[src/rtl/calc_engine.sv]
// calc_engine: keypad calculator engine with signed decimal entry, ADD/SUB/MUL and serial restoring DIV
module calc_engine #(
  parameter int W     = 11,
  parameter int NDIG  = 3,
  parameter int KEY_W = 11
) (
  input  logic             clk,
  input  logic             rst,
  input  logic             key_valid,
  input  logic [KEY_W-1:0] key_code,
  output logic             key_ready,
  output logic             busy,
  output logic [W-1:0]     result,
  output logic             result_valid,
  output logic             err
);
  localparam int MW   = $clog2(10 ** NDIG);
  localparam int MAGW = MW > W ? MW : W;
  localparam int CW   = $clog2(NDIG + 1);
  localparam int XW   = 2 * W + 1;
  localparam int DCW  = $clog2(W);
  localparam logic [MAGW-1:0] LIM = MAGW'(1) << (W - 1);
  localparam logic [2:0] S_SIGN1 = 3'd0;
  localparam logic [2:0] S_DIG1  = 3'd1;
  localparam logic [2:0] S_OP    = 3'd2;
  localparam logic [2:0] S_SIGN2 = 3'd3;
  localparam logic [2:0] S_DIG2  = 3'd4;
  localparam logic [2:0] S_EXEC  = 3'd5;
  localparam logic [2:0] S_DIV   = 3'd6;
  localparam logic [1:0] OP_ADD  = 2'd0;
  localparam logic [1:0] OP_SUB  = 2'd1;
  localparam logic [1:0] OP_DIV  = 2'd3;
  logic [2:0] state;
  logic [1:0] op;
  logic neg, ovf, dneg;
  logic [MAGW-1:0] mag, mag_nx;
  logic [CW-1:0] cnt;
  logic [W-1:0] a, b, dq, dvs, rem;
  logic [DCW-1:0] dcnt;
  logic [3:0] k;
  logic kv, is_dig, is_ent, is_clr, is_pm, is_op;
  logic [W-1:0] op_val, abs_a, abs_b, rem_nx, dq_nx, quo;
  logic op_ovf, fits, q_ovf;
  logic [W:0] sh, diff;
  logic signed [XW-1:0] ea, eb, full;

  assign key_ready = !(state == S_EXEC || state == S_DIV);
  assign busy = !key_ready;

  // key decode, operand formation, wide ADD/SUB/MUL and one restoring-divide step
  always_comb begin
    k = key_code[3:0];
    kv = key_valid && key_code < KEY_W'(16);
    is_dig = kv && k < 4'd10;
    is_pm = kv && (k == 4'd10 || k == 4'd11);
    is_op = kv && k >= 4'd10 && k <= 4'd13;
    is_ent = kv && k == 4'd14;
    is_clr = kv && k == 4'd15;
    mag_nx = mag * MAGW'(10) + MAGW'(k);
    op_val = neg ? W'(0) - mag[W-1:0] : mag[W-1:0];
    op_ovf = mag > (neg ? LIM : LIM - MAGW'(1));
    abs_a = a[W-1] ? W'(0) - a : a;
    abs_b = b[W-1] ? W'(0) - b : b;
    ea = {{(W+1){a[W-1]}}, a};
    eb = {{(W+1){b[W-1]}}, b};
    full = op == OP_ADD ? ea + eb : op == OP_SUB ? ea - eb : ea * eb;
    fits = &full[XW-1:W-1] || ~|full[XW-1:W-1];
    sh = {rem, dq[W-1]};
    diff = sh - {1'b0, dvs};
    rem_nx = diff[W] ? sh[W-1:0] : diff[W-1:0];
    dq_nx = {dq[W-2:0], ~diff[W]};
    quo = dneg ? W'(0) - dq_nx : dq_nx;
    q_ovf = !dneg && dq_nx[W-1];
  end

  // entry FSM, execute step and divider; clear aborts anything, results update only with result_valid
  always_ff @(posedge clk or negedge rst) begin
    if (!rst) begin
      state <= S_SIGN1;
      op <= OP_ADD;
      neg <= 1'b0;
      ovf <= 1'b0;
      mag <= '0;
      cnt <= '0;
      a <= '0;
      b <= '0;
      dq <= '0;
      dvs <= '0;
      rem <= '0;
      dneg <= 1'b0;
      dcnt <= '0;
      result <= '0;
      result_valid <= 1'b0;
      err <= 1'b0;
    end else begin
      result_valid <= 1'b0;
      if (is_clr) begin
        state <= S_SIGN1;
        op <= OP_ADD;
        neg <= 1'b0;
        ovf <= 1'b0;
        mag <= '0;
        cnt <= '0;
        a <= '0;
        b <= '0;
      end else begin
        case (state)
          S_SIGN1, S_SIGN2: begin
            if (is_pm) begin
              neg <= k[0];
              state <= state + 3'd1;
            end else if (is_dig) begin
              neg <= 1'b0;
              mag <= MAGW'(k);
              cnt <= CW'(1);
              state <= state + 3'd1;
            end
          end
          S_DIG1, S_DIG2: begin
            if (is_dig && int'(cnt) < NDIG) begin
              mag <= mag_nx;
              cnt <= cnt + CW'(1);
            end else if (is_ent) begin
              if (state == S_DIG1) a <= op_val;
              else b <= op_val;
              ovf <= ovf | op_ovf;
              neg <= 1'b0;
              mag <= '0;
              cnt <= '0;
              state <= state + 3'd1;
            end
          end
          S_OP: begin
            if (is_op) op <= 2'(k - 4'd10);
            else if (is_ent) state <= S_SIGN2;
          end
          S_EXEC: begin
            if (op == OP_DIV && b != '0) begin
              dq <= abs_a;
              dvs <= abs_b;
              rem <= '0;
              dneg <= a[W-1] ^ b[W-1];
              dcnt <= '0;
              state <= S_DIV;
            end else begin
              result <= op == OP_DIV ? '0 : full[W-1:0];
              err <= ovf || op == OP_DIV || !fits;
              result_valid <= 1'b1;
              state <= S_SIGN1;
              op <= OP_ADD;
              ovf <= 1'b0;
              a <= '0;
              b <= '0;
            end
          end
          S_DIV: begin
            dq <= dq_nx;
            rem <= rem_nx;
            dcnt <= dcnt + DCW'(1);
            if (dcnt == DCW'(W - 1)) begin
              result <= quo;
              err <= ovf || q_ovf;
              result_valid <= 1'b1;
              state <= S_SIGN1;
              op <= OP_ADD;
              ovf <= 1'b0;
              a <= '0;
              b <= '0;
            end
          end
          default: state <= S_SIGN1;
        endcase
      end
    end
  end
endmodule

[config.mk]
export PLATFORM = sky130hd
export DESIGN_NAME = calc_engine
export DESIGN_NICKNAME = d
export VERILOG_FILES = /design/src/rtl/calc_engine.sv
export SDC_FILE = /design/constraint.sdc
export NUM_CORES = 1
export LEC_CHECK = 0
export BUFFER_PORTS_ARGS = -buffer_cell sky130_fd_sc_hd__buf_2
export CORE_MARGIN = 2
export CORE_UTILIZATION = 55
export CTS_BUF_LIST = sky130_fd_sc_hd__clkbuf_4 sky130_fd_sc_hd__clkbuf_8
export DETAILED_ROUTE_END_ITERATION = 7
export MAX_ROUTING_LAYER = met4
export PLACE_DENSITY = 0.75
export SKIP_LAST_GASP = 1
export SLEW_MARGIN = 20
export SYNTH_ARGS = -nofsm -noshare
export SYNTH_HDL_FRONTEND = slang
export SYNTH_SLANG_ARGS = --single-unit
[constraint.sdc]
create_clock -name clk -period 17.95 [get_ports clk]
set_input_delay 3.59 -clock clk [delete_from_list [all_inputs] [get_ports clk]]
set_output_delay 3.59 -clock clk [all_outputs]
set_load 0.1 [all_outputs]
[Word level (Yosys, flattened, before mapping)]
Cells that the tools add are included.
Operators by class
  multiply operators: 2
  add/subtract/negate cells: 12
  bitwise gates (word level): 4
  $lt $le $gt $ge: 6
  equality and inequality tests: 29
  multiplexer cells: 76
  reductions and logical operators: 41
Operator list (count)
  11-bit two-way mux: 26
  11-bit case mux with 2 select lines: 4
  11-bit case mux with 3 select lines: 2
  23-bit two-way mux: 2
  1-bit by 11-bit subtractor with 11-bit output, first input constant: 4
  3-bit != test, second input constant: 10
  3-bit two-way mux: 9
  11-bit by 11-bit multiplier with 22-bit output: 1
  4-bit == test, second input constant: 5
  2-bit two-way mux: 9
  6-bit AND reduction: 3
  4-bit AND reduction: 4
  1-bit two-way mux: 15
  3-bit case mux with 5 select lines: 1
  13-bit AND reduction: 1
  13-bit OR reduction: 1
  11-bit by 11-bit adder with 12-bit output: 1
  11-bit by 11-bit subtractor with 12-bit output: 1
  12-bit by 11-bit subtractor with 12-bit output: 1
  11-bit by 4-bit adder with 11-bit output: 1
  11-bit > comparator: 1
  11-bit by 5-bit < comparator with 1-bit output, second input constant: 1
  11-bit by 3-bit multiplier with 10-bit output, second input constant: 1
  11-bit nonzero test: 1
  other kinds (37): 65
Storage, ports and cells
  output and inout bits: 15
  input port bits: 14
  logic and storage cells: 186
  bits in registers: 93

[Depth between registers and ports, before layout]
  word-level depth: 10
  depth in mapped cells: 24
  depth with buffers taken out: 22

[Worst setup path after synthesis]
OpenSTA, ideal clock, no wires.
  path kind: register to output
  start point: reg state[0]
  end point: out busy
  arrival time: 3.583 ns
  data required time: 14.360 ns
  setup slack: 10.777 ns
  cell stages (with the launch flop): 6
  buffers on the path: 1
  cells stage by stage: dfrtp_1 > inv_1 > ha_1 > clkbuf_1 > o21ai_1 > inv_1
On the way
  longest elaborated chain between the ends: 2
  elaborated cells between the ends (all ways): 3
  classes of those cells: 2 x eq/ne; 1 x reduce/logical
Ends and longest elaborated chain
  start: declaration: RTL line 33  | logic [2:0] state;
  start signal: assignment: RTL line 111  | state <= state + 3'd1;
  start signal: assignment: RTL line 116  | state <= state + 3'd1;
  start signal: assignment: RTL line 130  | state <= state + 3'd1;
  3-bit == test: RTL line 47  | assign key_ready = !(state == S_EXEC || state == S_DIV);
  1-bit logical OR *: RTL line 47
  end: declaration: RTL line 12  | output logic busy,
Mark *: on every way between the ends. The rest lies on a longest branch, timed or not.

[Worst setup path after layout]
  start point: reg a[10]
  end point: reg err
On the way
  longest elaborated chain between the ends: 10
  elaborated cells between the ends (all ways): 13
  classes of those cells: 2 x add/sub; 1 x mul; 4 x mux; 6 x reduce/logical
Ends and longest elaborated chain
  start: declaration: RTL line 38  | logic [W-1:0] a, b, dq, dvs, rem;
  start signal: assignment: RTL line 124  | if (state == S_DIG1) a <= op_val;
  11-bit by 11-bit multiplier with 22-bit output / 11-bit by 11-bit subtractor with 12-bit output (equally long branches): RTL line 66  | full = op == OP_ADD ? ea + eb : op == OP_SUB ? ea - eb : ea * eb;
  23-bit two-way mux: RTL line 66
  23-bit two-way mux *: RTL line 66
  13-bit OR reduction: RTL line 67  | fits = &full[XW-1:W-1] || ~|full[XW-1:W-1];
  1-bit logical NOT: RTL line 67
  1-bit logical OR *: RTL line 67
  1-bit logical NOT *: RTL line 147  | err <= ovf || op == OP_DIV || !fits;
  1-bit logical OR *: RTL line 147
  1-bit two-way mux *: RTL line 138  | if (op == OP_DIV && b != '0) begin
  1-bit case mux with 2 select lines *: RTL line 107  | case (state)
  end signal: assignment: RTL line 147
  end signal: assignment: RTL line 162  | err <= ovf || q_ovf;
  end: declaration: RTL line 15  | output logic err
Mark *: on every way between the ends. The rest lies on a longest branch, timed or not. The select of a mux whose other input is x is not followed.
A chain may end at the register's enable or synchronous reset.

==> flow_metrics.env <==
export IMPL_status="completed"
export IMPL_hold_violations=0
export IMPL_rsz0062_at_grt="false"
export IMPL_die_h_um=154
export IMPL_r2r_end="err$_DFFE_PN0P_"
export IMPL_fin_crit_ns=6.61
export IMPL_grt_antenna_before_repair=0
export IMPL_grt_pass1_vias=10100
export IMPL_critPathMaxFanout=20
export IMPL_synth_top_cells_by_area="fa_1, dfrtp_1, ha_1, inv_1, nand2_1"
export IMPL_reg2reg_slack_ns=11.34
export IMPL_yosys_area_share_simple_pct=15.1
export IMPL_comb_power_share_pct=49.1
export IMPL_num_vias=10100
export IMPL_cts_clk_slew_worst_paths_ns=0.11
export IMPL_synth_area_mux_share_pct=3.63
export IMPL_via_per_inst=5.99
export IMPL_io_buffer_count=28
export IMPL_met2_usage_pct=42.3
export IMPL_hold_depth=2
export IMPL_post_cts_buffers=0
export IMPL_yosys_warnings=0
export IMPL_clock_sinks=93
export IMPL_rows=54
export IMPL_async_reset_ff_share_pct=100
export IMPL_rr_worst_depth=18
export IMPL_synth_top_cell_by_area="fa_1"
export IMPL_crit_chain="nand2_1, fa_1, inv_1, fa_1, inv_1, fa_1, fa_1, fa_1, inv_1, ha_1, a211oi_1, nand2_1, a211oi_1, nand2b_1, mux2_2, nor4_1, a41o_1, a211oi_1"
export IMPL_post_synth_top_count_cell="inv_1"
export IMPL_wirelength_um=29300
export IMPL_tns_ns=0
export IMPL_drc=0
export IMPL_io_pins=29
export IMPL_area_delta_synth_final_pct=3.88
export IMPL_crit_top_cell="fa_1"
export IMPL_detail_route_antenna_nets=0
export IMPL_fin_skew_ns=0.0134
export IMPL_core_um2=21900
export IMPL_grt_pass1_wl_um=49900
export IMPL_yosys_area_top_type_share_pct=19.8
export IMPL_dpl_cell_area_um2=12600
export IMPL_dieWidth_um=154
export IMPL_arrival_ns=6.88
export IMPL_slew_viol_final=0
export IMPL_grt_ovfl_total=0
export IMPL_slew_headroom_pct=41.6
export IMPL_nets=1653
export IMPL_synth_area_um2=12300
export IMPL_synth_top_family_by_area="adder cells"
export IMPL_power_switching_uw=439
export IMPL_max_stage_delay_ns=0.78
export IMPL_final_cell_area_um2=12800
export IMPL_p_int_uw=431
export IMPL_max_cap_viol_count=0
export IMPL_netlist_instances=1415
export IMPL_p_leak_nw=5.84
export IMPL_die_area_um2=23600
export IMPL_clockPowerShare_pct=16.1
export IMPL_hpwl_um=22700
export IMPL_clk_latency_ns=0.39
export IMPL_synthAdderAreaFrac_pct=32.0
export IMPL_drive_above_1_share_pct=6.42
export IMPL_r2r_start="a[10]$_DFFE_PN0P_"
export IMPL_drt_pass1_iterations=6
export IMPL_setup_viol_count_final=0
export IMPL_start_util_pct=56.2
export IMPL_powerDensity_nw_per_um2=68.1
export IMPL_crit_required_ns=18.22
export IMPL_synth_edf_count=0
export IMPL_worst_hold_path_endpoint="result[2]$_DFFE_PN0P_"
export IMPL_cts_resized_gates=0
export IMPL_synth_ff_type="dfrtp_1"
export IMPL_slowest_stage="dfrtp_1"
export IMPL_drt_iter0_drc=830
export IMPL_start_kind="flop"
export IMPL_hold_class="reg2reg"
export IMPL_antennaDiodeCount=0
export IMPL_avgSynthCellArea_um2=8.70
export IMPL_worst_pin_slew_ns=0.873
export IMPL_cts_tree="done"
export IMPL_ys_seq_area_share_pct=18.9
export IMPL_synth_seq_cells=93
export IMPL_grt_busiest_layer="met2"
export IMPL_cts_buffer_depth=2
export IMPL_met1_usage_pct=35.6
export IMPL_fmax_ghz=0.151
export IMPL_synth_xor_area_share_pct=5.95
export IMPL_holdBufCountCts=0
export IMPL_synth_compound_gate_area_share_pct=16.2
export IMPL_finalCritPeriodShare_pct=36.8
export IMPL_switching_share_pct=50.4
export IMPL_p_seq_share_pct=34.8
export IMPL_detail_route_wl_per_cell_um=17.4
export IMPL_synthTopCellsByCount="inv_1, nand2_1, fa_1, ha_1, nor2_1"
export IMPL_path_class="reg2reg"
export IMPL_place_gp_congestion=1.01
export IMPL_ir_drop_mv=0.0787
export IMPL_grt_max_degree=54
export IMPL_cp_end_kind="flop"
export IMPL_gr_usage_all_layers_pct=26.6
export IMPL_cp_startpoint="a[10]$_DFFE_PN0P_"
export IMPL_grtUsageMet3_pct=3.30
export IMPL_cts_root_buf="clkbuf_8"
export IMPL_ys_types=74
export IMPL_min_from="result[2]$_DFFE_PN0P_"
export IMPL_synth_net_count=1671
export IMPL_htreeDepth=3
export IMPL_cts_inserted_buffers=9
[metrics by stage]
stage	power, mW	utilization (%)	cells	hold slack (ns)	setup WS, ns
after detailed placement	0.726	57.5	1666	0.471	11.35
after floorplan	0.622	-	1415	0.450	10.78
after global routing	0.917	58.4	1682	0.501	10.92
after global placement	0.717	57.5	1666	0.461	11.59
after CTS	0.865	58.4	1682	0.495	11.32
final	0.870	58.4	1682	0.488	11.34
[area by class of cell]
type | instances | area (µm²)
Fill cell | 2002 | 9110
Multi-Input combinational cell | 1060 | 8980
Sequential cell | 93 | 2330
Inverter | 199 | 747
Tap cell | 280 | 350
Timing Repair Buffer | 34 | 188
Clock buffer | 9 | 124
Clock inverter | 7 | 63.8
[placed cells by master, fill, tap and decap left out, types with 17 or more instances in the layout]
cell type	instances
nand3_1	26
inv_1	198
nand2b_1	17
nor2_1	102
xnor2_1	52
and2_1	25
a21o_1	17
xor2_1	28
o21ai_0	88
dfrtp_1	93
nand2_1	147
o31ai_1	19
buf_2	27
fa_1	122
a21oi_1	56
ha_1	120
[worst max-delay path, delay by kind of cell (launching register included)]
family / cells / cell delay (ns)
fa+ha+maj: 6 / 3.22
buf+inv: 3 / 0.32
flops: 1 / 0.78
mux: 1 / 0.36
simple gates: 4 / 0.84
compound gates: 4 / 0.96
[cells by family after synthesis]
logic type,Yosys count
AOI/OAI and AO/OA,300
xor gates and xnor gates,82
adders and majority gates,242
buffers and inverters,262
DFF,93
muxes,38
and+or+nand+nor,398
[how the worst max path moves through the flow]
stage,endpoint,slack (ns)
finish,err$_DFFE_PN0P_,11.34
global route,err$_DFFE_PN0P_,10.92
CTS,err$_DFFE_PN0P_,11.32
detailed placement,err$_DFFE_PN0P_,11.35
global placement,err$_DFFE_PN0P_,11.59
floorplan,busy,10.78
[state kept, by name (all words and copies together) (netlist names), 2 cells and up]
name    flops
dvs        11
rem        11
state       3
dq         11
dcnt        4
b          11
a          11
mag        11
result     11
cnt         2
op          2
[power by group through the flow]
stage	clock network (mW)	logic (mW)	registers, mW
3_5_place_dp	0	0.421	0.305
5_1_grt	0.150	0.459	0.308
4_1_cts	0.143	0.421	0.301
3_3_place_gp	0	0.413	0.304
2_1_floorplan	0	0.252	0.370
6_report	0.140	0.427	0.303
[layer usage]
layer / routed length, µm / vias up / share of wire (%)
met5: 0 / - / 0
met4: 901 / 0 / 3.1
met3: 1660 / 60 / 5.7
met2: 14000 / 335 / 48
met1: 12800 / 4978 / 44
li1: - / 4704 / -
(Power assumes the default switching activity.)
